--- src/rtl/dcache_pkg.sv ---
// Shared configuration, address-field helpers and FSM state type for the
// direct-mapped write-through data cache.
package dcache_pkg;

  localparam int DATA_WIDTH     = 32;
  localparam int ADDR_WIDTH     = 12;
  localparam int SETS           = 16;
  localparam int WORDS_PER_LINE = 4;

  localparam int OFF_W   = $clog2(WORDS_PER_LINE);
  localparam int IDX_W   = $clog2(SETS);
  localparam int TAG_W   = ADDR_WIDTH - 2 - OFF_W - IDX_W;
  localparam int WORD_AW = ADDR_WIDTH - 2;
  localparam int LINE_AW = IDX_W + OFF_W;

  typedef enum logic [1:0] {IDLE, REFILL, WRITE} dcache_state_t;

  typedef logic [ADDR_WIDTH-1:0] addr_t;

  function automatic logic [IDX_W-1:0] get_idx(input addr_t addr);
    return addr[2+OFF_W +: IDX_W];
  endfunction

  function automatic logic [TAG_W-1:0] get_tag(input addr_t addr);
    return addr[ADDR_WIDTH-1 -: TAG_W];
  endfunction

  function automatic logic [OFF_W-1:0] get_woff(input addr_t addr);
    return addr[2 +: OFF_W];
  endfunction

endpackage

--- src/rtl/dcache_if.sv ---
// CPU-side and backing-memory-side signals of the data cache.
// master: the cache controller; slave: the core plus backing memory around it.
interface dcache_if;
  import dcache_pkg::*;

  logic                  cpu_rd;
  logic                  cpu_wr;
  logic [ADDR_WIDTH-1:0] cpu_addr;
  logic [DATA_WIDTH-1:0] cpu_wdata;
  logic [3:0]            cpu_wstrb;
  logic [DATA_WIDTH-1:0] cpu_rdata;
  logic                  cpu_stall;

  logic                  mem_req;
  logic                  mem_we;
  logic [WORD_AW-1:0]    mem_addr;
  logic [DATA_WIDTH-1:0] mem_wdata;
  logic [3:0]            mem_wstrb;
  logic [DATA_WIDTH-1:0] mem_rdata;
  logic                  mem_ready;

  modport master (
    input  cpu_rd, cpu_wr, cpu_addr, cpu_wdata, cpu_wstrb,
    output cpu_rdata, cpu_stall,
    output mem_req, mem_we, mem_addr, mem_wdata, mem_wstrb,
    input  mem_rdata, mem_ready
  );

  modport slave (
    output cpu_rd, cpu_wr, cpu_addr, cpu_wdata, cpu_wstrb,
    input  cpu_rdata, cpu_stall,
    input  mem_req, mem_we, mem_addr, mem_wdata, mem_wstrb,
    output mem_rdata, mem_ready
  );

endinterface

--- src/rtl/dcache_data_array.sv ---
// Cache data store: one flop word per (set, word offset), combinational
// read port and a single byte-enabled synchronous write port.
module dcache_data_array
  import dcache_pkg::*;
(
  input  logic                  clk,
  input  logic                  we,
  input  logic [LINE_AW-1:0]    waddr,
  input  logic [DATA_WIDTH-1:0] wdata,
  input  logic [3:0]            wstrb,
  input  logic [LINE_AW-1:0]    raddr,
  output logic [DATA_WIDTH-1:0] rdata
);

  logic [DATA_WIDTH-1:0] words [SETS*WORDS_PER_LINE];

  // NOTE: storage arrays get no reset; contents are meaningless until the valid bit is set.
  always_ff @(posedge clk) begin
    if (we) begin
      for (int b = 0; b < 4; b++) begin
        if (wstrb[b]) words[waddr][8*b +: 8] <= wdata[8*b +: 8];
      end
    end
  end

  assign rdata = words[raddr];

endmodule

--- src/rtl/dcache_ctrl.sv ---
// Direct-mapped, write-through, no-write-allocate data cache controller.
// Holds tags/valid bits and the IDLE/REFILL/WRITE sequencer; data lives in dcache_data_array.
module dcache_ctrl
  import dcache_pkg::*;
(
  input  logic        clk,
  input  logic        rst,
  dcache_if.master    bus,
  output logic [31:0] miss_cnt
);

  dcache_state_t state, state_nxt;

  logic [OFF_W-1:0] beat;
  logic [SETS-1:0]  valid;
  logic [TAG_W-1:0] tags [SETS];

  logic [IDX_W-1:0] idx;
  logic [TAG_W-1:0] tag;
  logic [OFF_W-1:0] woff;
  logic             hit;
  logic             last_beat;
  logic             refill_beat;
  logic             refill_start;

  logic                  arr_we;
  logic [LINE_AW-1:0]    arr_waddr;
  logic [DATA_WIDTH-1:0] arr_wdata;
  logic [3:0]            arr_wstrb;

  // The CPU holds its request stable while stalled, so it doubles as the miss address.
  assign idx  = get_idx(bus.cpu_addr);
  assign tag  = get_tag(bus.cpu_addr);
  assign woff = get_woff(bus.cpu_addr);

  assign hit          = valid[idx] && (tags[idx] == tag);
  assign last_beat    = (beat == OFF_W'(WORDS_PER_LINE - 1));
  assign refill_beat  = (state == REFILL) && bus.mem_ready;
  assign refill_start = (state == IDLE) && (state_nxt == REFILL);

  // State register
  always_ff @(posedge clk or negedge rst) begin
    if (!rst) state <= IDLE;
    else      state <= state_nxt;
  end

  // Next-state logic; a store wins over a simultaneous load.
  always_comb begin
    state_nxt = state;
    unique case (state)
      IDLE: begin
        if (bus.cpu_wr)              state_nxt = WRITE;
        else if (bus.cpu_rd && !hit) state_nxt = REFILL;
      end
      REFILL:  if (bus.mem_ready && last_beat) state_nxt = IDLE;
      WRITE:   if (bus.mem_ready)              state_nxt = IDLE;
      default: state_nxt = IDLE;
    endcase
  end

  // Output logic
  // NOTE: every combinational output gets a default first, so no path leaves it unassigned (no latch).
  always_comb begin
    bus.cpu_stall = 1'b0;
    bus.mem_req   = 1'b0;
    bus.mem_we    = 1'b0;
    bus.mem_addr  = '0;
    bus.mem_wdata = '0;
    bus.mem_wstrb = '0;
    arr_we        = 1'b0;
    arr_waddr     = {idx, woff};
    arr_wdata     = bus.cpu_wdata;
    arr_wstrb     = bus.cpu_wstrb;
    unique case (state)
      IDLE: begin
        bus.cpu_stall = bus.cpu_wr || (bus.cpu_rd && !hit);
      end
      REFILL: begin
        bus.cpu_stall = 1'b1;
        bus.mem_req   = 1'b1;
        bus.mem_addr  = {tag, idx, beat};
        arr_we        = bus.mem_ready;
        arr_waddr     = {idx, beat};
        arr_wdata     = bus.mem_rdata;
        arr_wstrb     = 4'hF;
      end
      WRITE: begin
        // Releasing the stall on the accepting beat lets the store retire without re-issue.
        bus.cpu_stall = !bus.mem_ready;
        bus.mem_req   = 1'b1;
        bus.mem_we    = 1'b1;
        bus.mem_addr  = bus.cpu_addr[ADDR_WIDTH-1:2];
        bus.mem_wdata = bus.cpu_wdata;
        bus.mem_wstrb = bus.cpu_wstrb;
        arr_we        = bus.mem_ready && hit;
      end
      default: begin
        bus.cpu_stall = 1'b0;
      end
    endcase
  end

  // Valid bits, beat counter and miss counter
  // NOTE: sequential state is updated with non-blocking assignments only.
  always_ff @(posedge clk or negedge rst) begin
    if (!rst) begin
      beat     <= '0;
      valid    <= '0;
      miss_cnt <= '0;
    end else begin
      if (refill_start) begin
        beat       <= '0;
        valid[idx] <= 1'b0;
        miss_cnt   <= miss_cnt + 32'd1;
      end
      if (refill_beat) begin
        beat <= beat + 1'b1;
        if (last_beat) valid[idx] <= 1'b1;
      end
    end
  end

  always_ff @(posedge clk) begin
    if (refill_beat && last_beat) tags[idx] <= tag;
  end

  dcache_data_array u_data (
    .clk   (clk),
    .we    (arr_we),
    .waddr (arr_waddr),
    .wdata (arr_wdata),
    .wstrb (arr_wstrb),
    .raddr ({idx, woff}),
    .rdata (bus.cpu_rdata)
  );

endmodule

--- src/flat_wrapper.sv ---
// flat-port wrapper written by rule: the top's interface ports become plain ports
module dcache_ctrl_flat import dcache_pkg::*;
  (clk, rst, miss_cnt, bus_cpu_rd, bus_cpu_wr, bus_cpu_addr, bus_cpu_wdata, bus_cpu_wstrb, bus_cpu_rdata, bus_cpu_stall, bus_mem_req, bus_mem_we, bus_mem_addr, bus_mem_wdata, bus_mem_wstrb, bus_mem_rdata, bus_mem_ready);
  dcache_if bus_i ();
  input  logic clk;
  input  logic rst;
  output logic [31:0] miss_cnt;
  input wire logic [$bits(bus_i.cpu_rd)-1:0] bus_cpu_rd;
  input wire logic [$bits(bus_i.cpu_wr)-1:0] bus_cpu_wr;
  input wire logic [$bits(bus_i.cpu_addr)-1:0] bus_cpu_addr;
  input wire logic [$bits(bus_i.cpu_wdata)-1:0] bus_cpu_wdata;
  input wire logic [$bits(bus_i.cpu_wstrb)-1:0] bus_cpu_wstrb;
  output wire logic [$bits(bus_i.cpu_rdata)-1:0] bus_cpu_rdata;
  output wire logic [$bits(bus_i.cpu_stall)-1:0] bus_cpu_stall;
  output wire logic [$bits(bus_i.mem_req)-1:0] bus_mem_req;
  output wire logic [$bits(bus_i.mem_we)-1:0] bus_mem_we;
  output wire logic [$bits(bus_i.mem_addr)-1:0] bus_mem_addr;
  output wire logic [$bits(bus_i.mem_wdata)-1:0] bus_mem_wdata;
  output wire logic [$bits(bus_i.mem_wstrb)-1:0] bus_mem_wstrb;
  input wire logic [$bits(bus_i.mem_rdata)-1:0] bus_mem_rdata;
  input wire logic [$bits(bus_i.mem_ready)-1:0] bus_mem_ready;
  assign bus_i.cpu_rd = bus_cpu_rd;
  assign bus_i.cpu_wr = bus_cpu_wr;
  assign bus_i.cpu_addr = bus_cpu_addr;
  assign bus_i.cpu_wdata = bus_cpu_wdata;
  assign bus_i.cpu_wstrb = bus_cpu_wstrb;
  assign bus_cpu_rdata = bus_i.cpu_rdata;
  assign bus_cpu_stall = bus_i.cpu_stall;
  assign bus_mem_req = bus_i.mem_req;
  assign bus_mem_we = bus_i.mem_we;
  assign bus_mem_addr = bus_i.mem_addr;
  assign bus_mem_wdata = bus_i.mem_wdata;
  assign bus_mem_wstrb = bus_i.mem_wstrb;
  assign bus_i.mem_rdata = bus_mem_rdata;
  assign bus_i.mem_ready = bus_mem_ready;
  dcache_ctrl u_core (.clk(clk), .rst(rst), .bus(bus_i), .miss_cnt(miss_cnt));
endmodule
--- config.mk ---
export PLATFORM = sky130hd
export DESIGN_NAME = dcache_ctrl_flat
export DESIGN_NICKNAME = d
export VERILOG_FILES = /design/src/rtl/dcache_pkg.sv /design/src/rtl/dcache_if.sv /design/src/rtl/dcache_data_array.sv /design/src/rtl/dcache_ctrl.sv /design/src/flat_wrapper.sv
export SDC_FILE = /design/constraint.sdc
export NUM_CORES = 2
export LEC_CHECK = 0
export BUFFER_PORTS_ARGS = -buffer_cell sky130_fd_sc_hd__buf_2
export CAP_MARGIN = 20
export CORE_MARGIN = 1.5
export CORE_UTILIZATION = 62
export CTS_CLUSTER_DIAMETER = 80
export DETAILED_ROUTE_END_ITERATION = 7
export HOLD_SLACK_MARGIN = 0.1
export PLACE_DENSITY = 0.79
export SLEW_MARGIN = 40
export SYNTH_ARGS = -nofsm -noshare
export SYNTH_HDL_FRONTEND = slang
export SYNTH_SLANG_ARGS = --single-unit
--- constraint.sdc ---
create_clock -name clk -period 5.8 [get_ports clk]
set_input_delay 1.45 -clock clk [delete_from_list [all_inputs] [get_ports clk]]
set_output_delay 1.45 -clock clk [all_outputs]
set_load 0.02 [all_outputs]
==> flow_summary.json <==
{
  "status": "complete, no violations",
  "total_power_mw": 34.6,
  "placedCellCount": 6006,
  "htreeDepth": 4,
  "seqPwrFrac_pct": 52.0,
  "p_int_mw": 26.1,
  "pin_count": 198,
  "initial_core_util_pct": 62.8,
  "leakage_nw": 31.4,
  "synthesis.area_sq_um": 86600,
  "rsz0062_at_grt": "no",
  "clkPwrFrac_pct": 36.6,
  "clk_pin_slew_ns": 0.06,
  "startpoint_type": "input pin",
  "postCtsSetupRepairBufs": 0,
  "ys.flop_type": "edfxtp_1",
  "max_slew_margin_pct": 40.7,
  "die-area_sq_um": 142000,
  "critPathMaxFanout": 21,
  "ctsHoldBuffers": 0,
  "finalMaxSlewViolations": 0,
  "ant_nets": 0,
  "hold_path_class": "reg -> reg",
  "ys_warn_count": 0,
  "ys_types": 60,
  "synthCells": 3883,
  "portBuffers": 195,
  "drv_cap": 0,
  "cts_tree": "yes",
  "grt_use_met2_pct": 48.9,
  "async_flop_share_pct": 2.40,
  "switchingPower_mw": 8.56,
  "drc": 0,
  "fmax_mhz": 174,
  "drt-wirelength-per-cell_um": 33.9,
  "critical_path_class": "in -> out",
  "tightestPinTransition_ns": 0.885,
  "final-setup-viol-count": 0,
  "worstPathArrival_ns": 4.29,
  "clock_skew_ns": 0.0202,
  "worstSkewPairLatency_ns": 0.83,
  "syn-num-nets": 3974,
  "antenna_found_initial": 14,
  "area_growth_pct": 13.6,
  "grt_usage_pct": 30.9,
  "drive_gt1_share_pct": 39.1,
  "vias": 44322,
  "powerDensity_nw_per_um2": 352,
  "viasPerCell": 6.94,
  "final_cell_mix": "edfxtp_1, mux4_2, buf_4",
  "layoutNonFillerInstCount": 6382,
  "drt_iter0_markers": 6511,
  "ctsRootBufferMaster": "clkbuf_16",
  "coreArea_sq_um": 138000,
  "rows": 136,
  "worstPathRequired_ns": 4.35,
  "die_h_um": 377,
  "syn_avg_cell_area_sq_um": 22.3,
  "hold_viol_final": 0,
  "grt_pass1_vias": 44443,
  "dr.pass1.iters": 6,
  "cp-end-kind": "primary output",
  "cts.sink_count": 2164,
  "vdd_drop_max_uv": 341,
  "synth_seq_cells": 2164,
  "use_met3_pct": 7.34,
  "swShare_pct": 24.7,
  "min_period_over_period_pct": 98.9,
  "synth_edf_count": 2112,
  "grt_pass1_wl_mm": 312,
  "finalCriticalPeriod_ns": 5.74,
  "numCtsBuffers": 203,
  "use_met1_pct": 42.7,
  "gp_congestion": 0.828,
  "die_w_um": 377,
  "clk_path_buf_depth": 3,
  "grt-ovfl-total": 0,
  "layout_commonest_cell": "edfxtp_1",
  "ys_seq_area_share_pct": 74.7,
  "grt_max_degree": 65,
  "busiest_layer": "met2",
  "nets": 4442,
  "totalWireLength_mm": 216,
  "pwr-share-comb_pct": 11.4,
  "dp_hpwl_mm": 125
}
kinds of logic (layout without fill, tap and decap cells):
| kind of cell | after synthesis | in the layout | synth area share [%] |
|---|---|---|---|
| DFF | 2164 | 2164 | 74.7 |
| muxes | 729 | 729 | 17.8 |
| and+or+nand+nor | 512 | 512 | 4.26 |
| buffers and inverters | 284 | 918 | 1.53 |
| AOI/OAI and AO/OA | 153 | 153 | 1.31 |
| xor gates and xnor gates | 35 | 35 | 0.354 |
| adders and majority gates | 6 | 6 | 0.0866 |
| other | 0 | 2 | 0 |
metrics by stage:
| step | TNS, ns | setup slack, ns | cell area [sq um] | utilization (%) | hold slack [ns] |
|---|---|---|---|---|---|
| final | 0 | 0.0647 | 98400 | 71.3 | 0.463 |
| after global routing | 0 | 0.00274 | 98400 | 71.3 | 0.489 |
| after detailed placement | -0.0491 | -0.0491 | 92100 | 66.7 | 0.452 |
| after CTS | 0 | 0.0595 | 98300 | 71.2 | 0.464 |
| after global placement | 0 | 0.0244 | 91900 | 66.6 | 0.454 |
| after floorplan | 0 | 0.120 | 86600 | - | 0.458 |
worst max-delay path: stages:
cell	delay, ns
buf_12	0.23
buf_16	0.25
buf_12	0.23
buf_4	0.19
mux4_2	0.49
mux4_2	0.55
mux2i_2	0.26
o221ai_1	0.20
buf_4	0.22
buf_2	0.16
metal layers:
| layer | vias to the layer above | wire (um) |
|---|---|---|
| li1 | 17416 | - |
| met1 | 23039 | 76400 |
| met2 | 3326 | 106000 |
| met3 | 523 | 25700 |
| met4 | 18 | 8070 |
| met5 | - | 139 |
state kept, by name (all words and copies together) (netlist names):
signal               count
u_core.u_data.words   2048
u_core.valid            16
u_core.beat              2
u_core.miss_cnt         32
u_core.tags             64
u_core.state             2
synthesized netlist by cell type (3+ instances only):
master,instances,share of area [%]
edfxtp_1,2112,73
mux4_2,636,17
nor3_2,218,2.5
clkbuf_1,136,0.59
nor3_1,62,0.36
mux2_2,61,0.79
buf_1,54,0.23
nand2_1,53,0.23
dfrtp_1,52,1.5
buf_2,51,0.29
and2_1,47,0.34
o21ai_0,44,0.25
nor2_1,40,0.17
nand3_1,38,0.22
xor2_1,34,0.34
mux2i_1,29,0.34
buf_6,21,0.27
a21oi_1,15,0.087
a22o_1,13,0.13
nand2b_1,13,0.094
inv_1,12,0.052
a221oi_1,11,0.11
a31o_2,11,0.11
nand4_1,9,0.065
nor4_1,9,0.065
buf_4,8,0.069
o31ai_1,8,0.069
a221o_1,7,0.081
and3_1,6,0.043
ha_1,6,0.087
o211ai_1,6,0.052
o41ai_1,6,0.061
a211oi_1,4,0.035
a21oi_4,4,0.075
nor2b_1,4,0.029
o221ai_1,4,0.040
o22ai_1,4,0.029
or3_1,4,0.029
a22oi_1,3,0.026
mux4_1,3,0.091
nand3b_1,3,0.026
repair_timing:
action	in CTS	in global routing
cloned	0	1
endpoints found under the setup margin	1	1
resized for setup	3	1
path summary, 6_finish.rpt:
check / startpoint / end / slack (ns) / cells after the start
worst max-delay path: bus_cpu_addr[2] / bus_cpu_rdata[14] / 0.06 / 10
worst min-delay path: u_core.miss_cnt[31] / u_core.miss_cnt[31] / 0.46 / 1
worst max register to register: u_core.state[1] / u_core.u_data.words[34][15] / 1.65 / 9
worst min register to register: u_core.miss_cnt[31] / u_core.miss_cnt[31] / 0.46 / 1
max in group asynchronous: rst / u_core.valid[14] / 4.58 / 2
min in group asynchronous: rst / u_core.miss_cnt[21] / 0.75 / 2
power groups by stage:
stage	Sequential [mW]	Clock (mW)	Combinational (mW)
floorplan	18.3	0	2.19
global placement	18.3	0	3.66
detailed placement	18.3	0	3.82
CTS	18.0	12.8	3.88
global route	18.0	13.3	4.10
finish	18.0	12.7	3.96
layout make-up:
type	instances	area, sq um
Sequential cell	2164	64700
Clock inverter	104	786
Antenna cell	2	5.00
Fill cell	7689	39600
Tap cell	1863	2330
Clock buffer	267	5460
Multi-Input combinational cell	1435	20900
Timing Repair Buffer	534	4230
Inverter	13	50.0
Power figures use the tool's default switching activity.
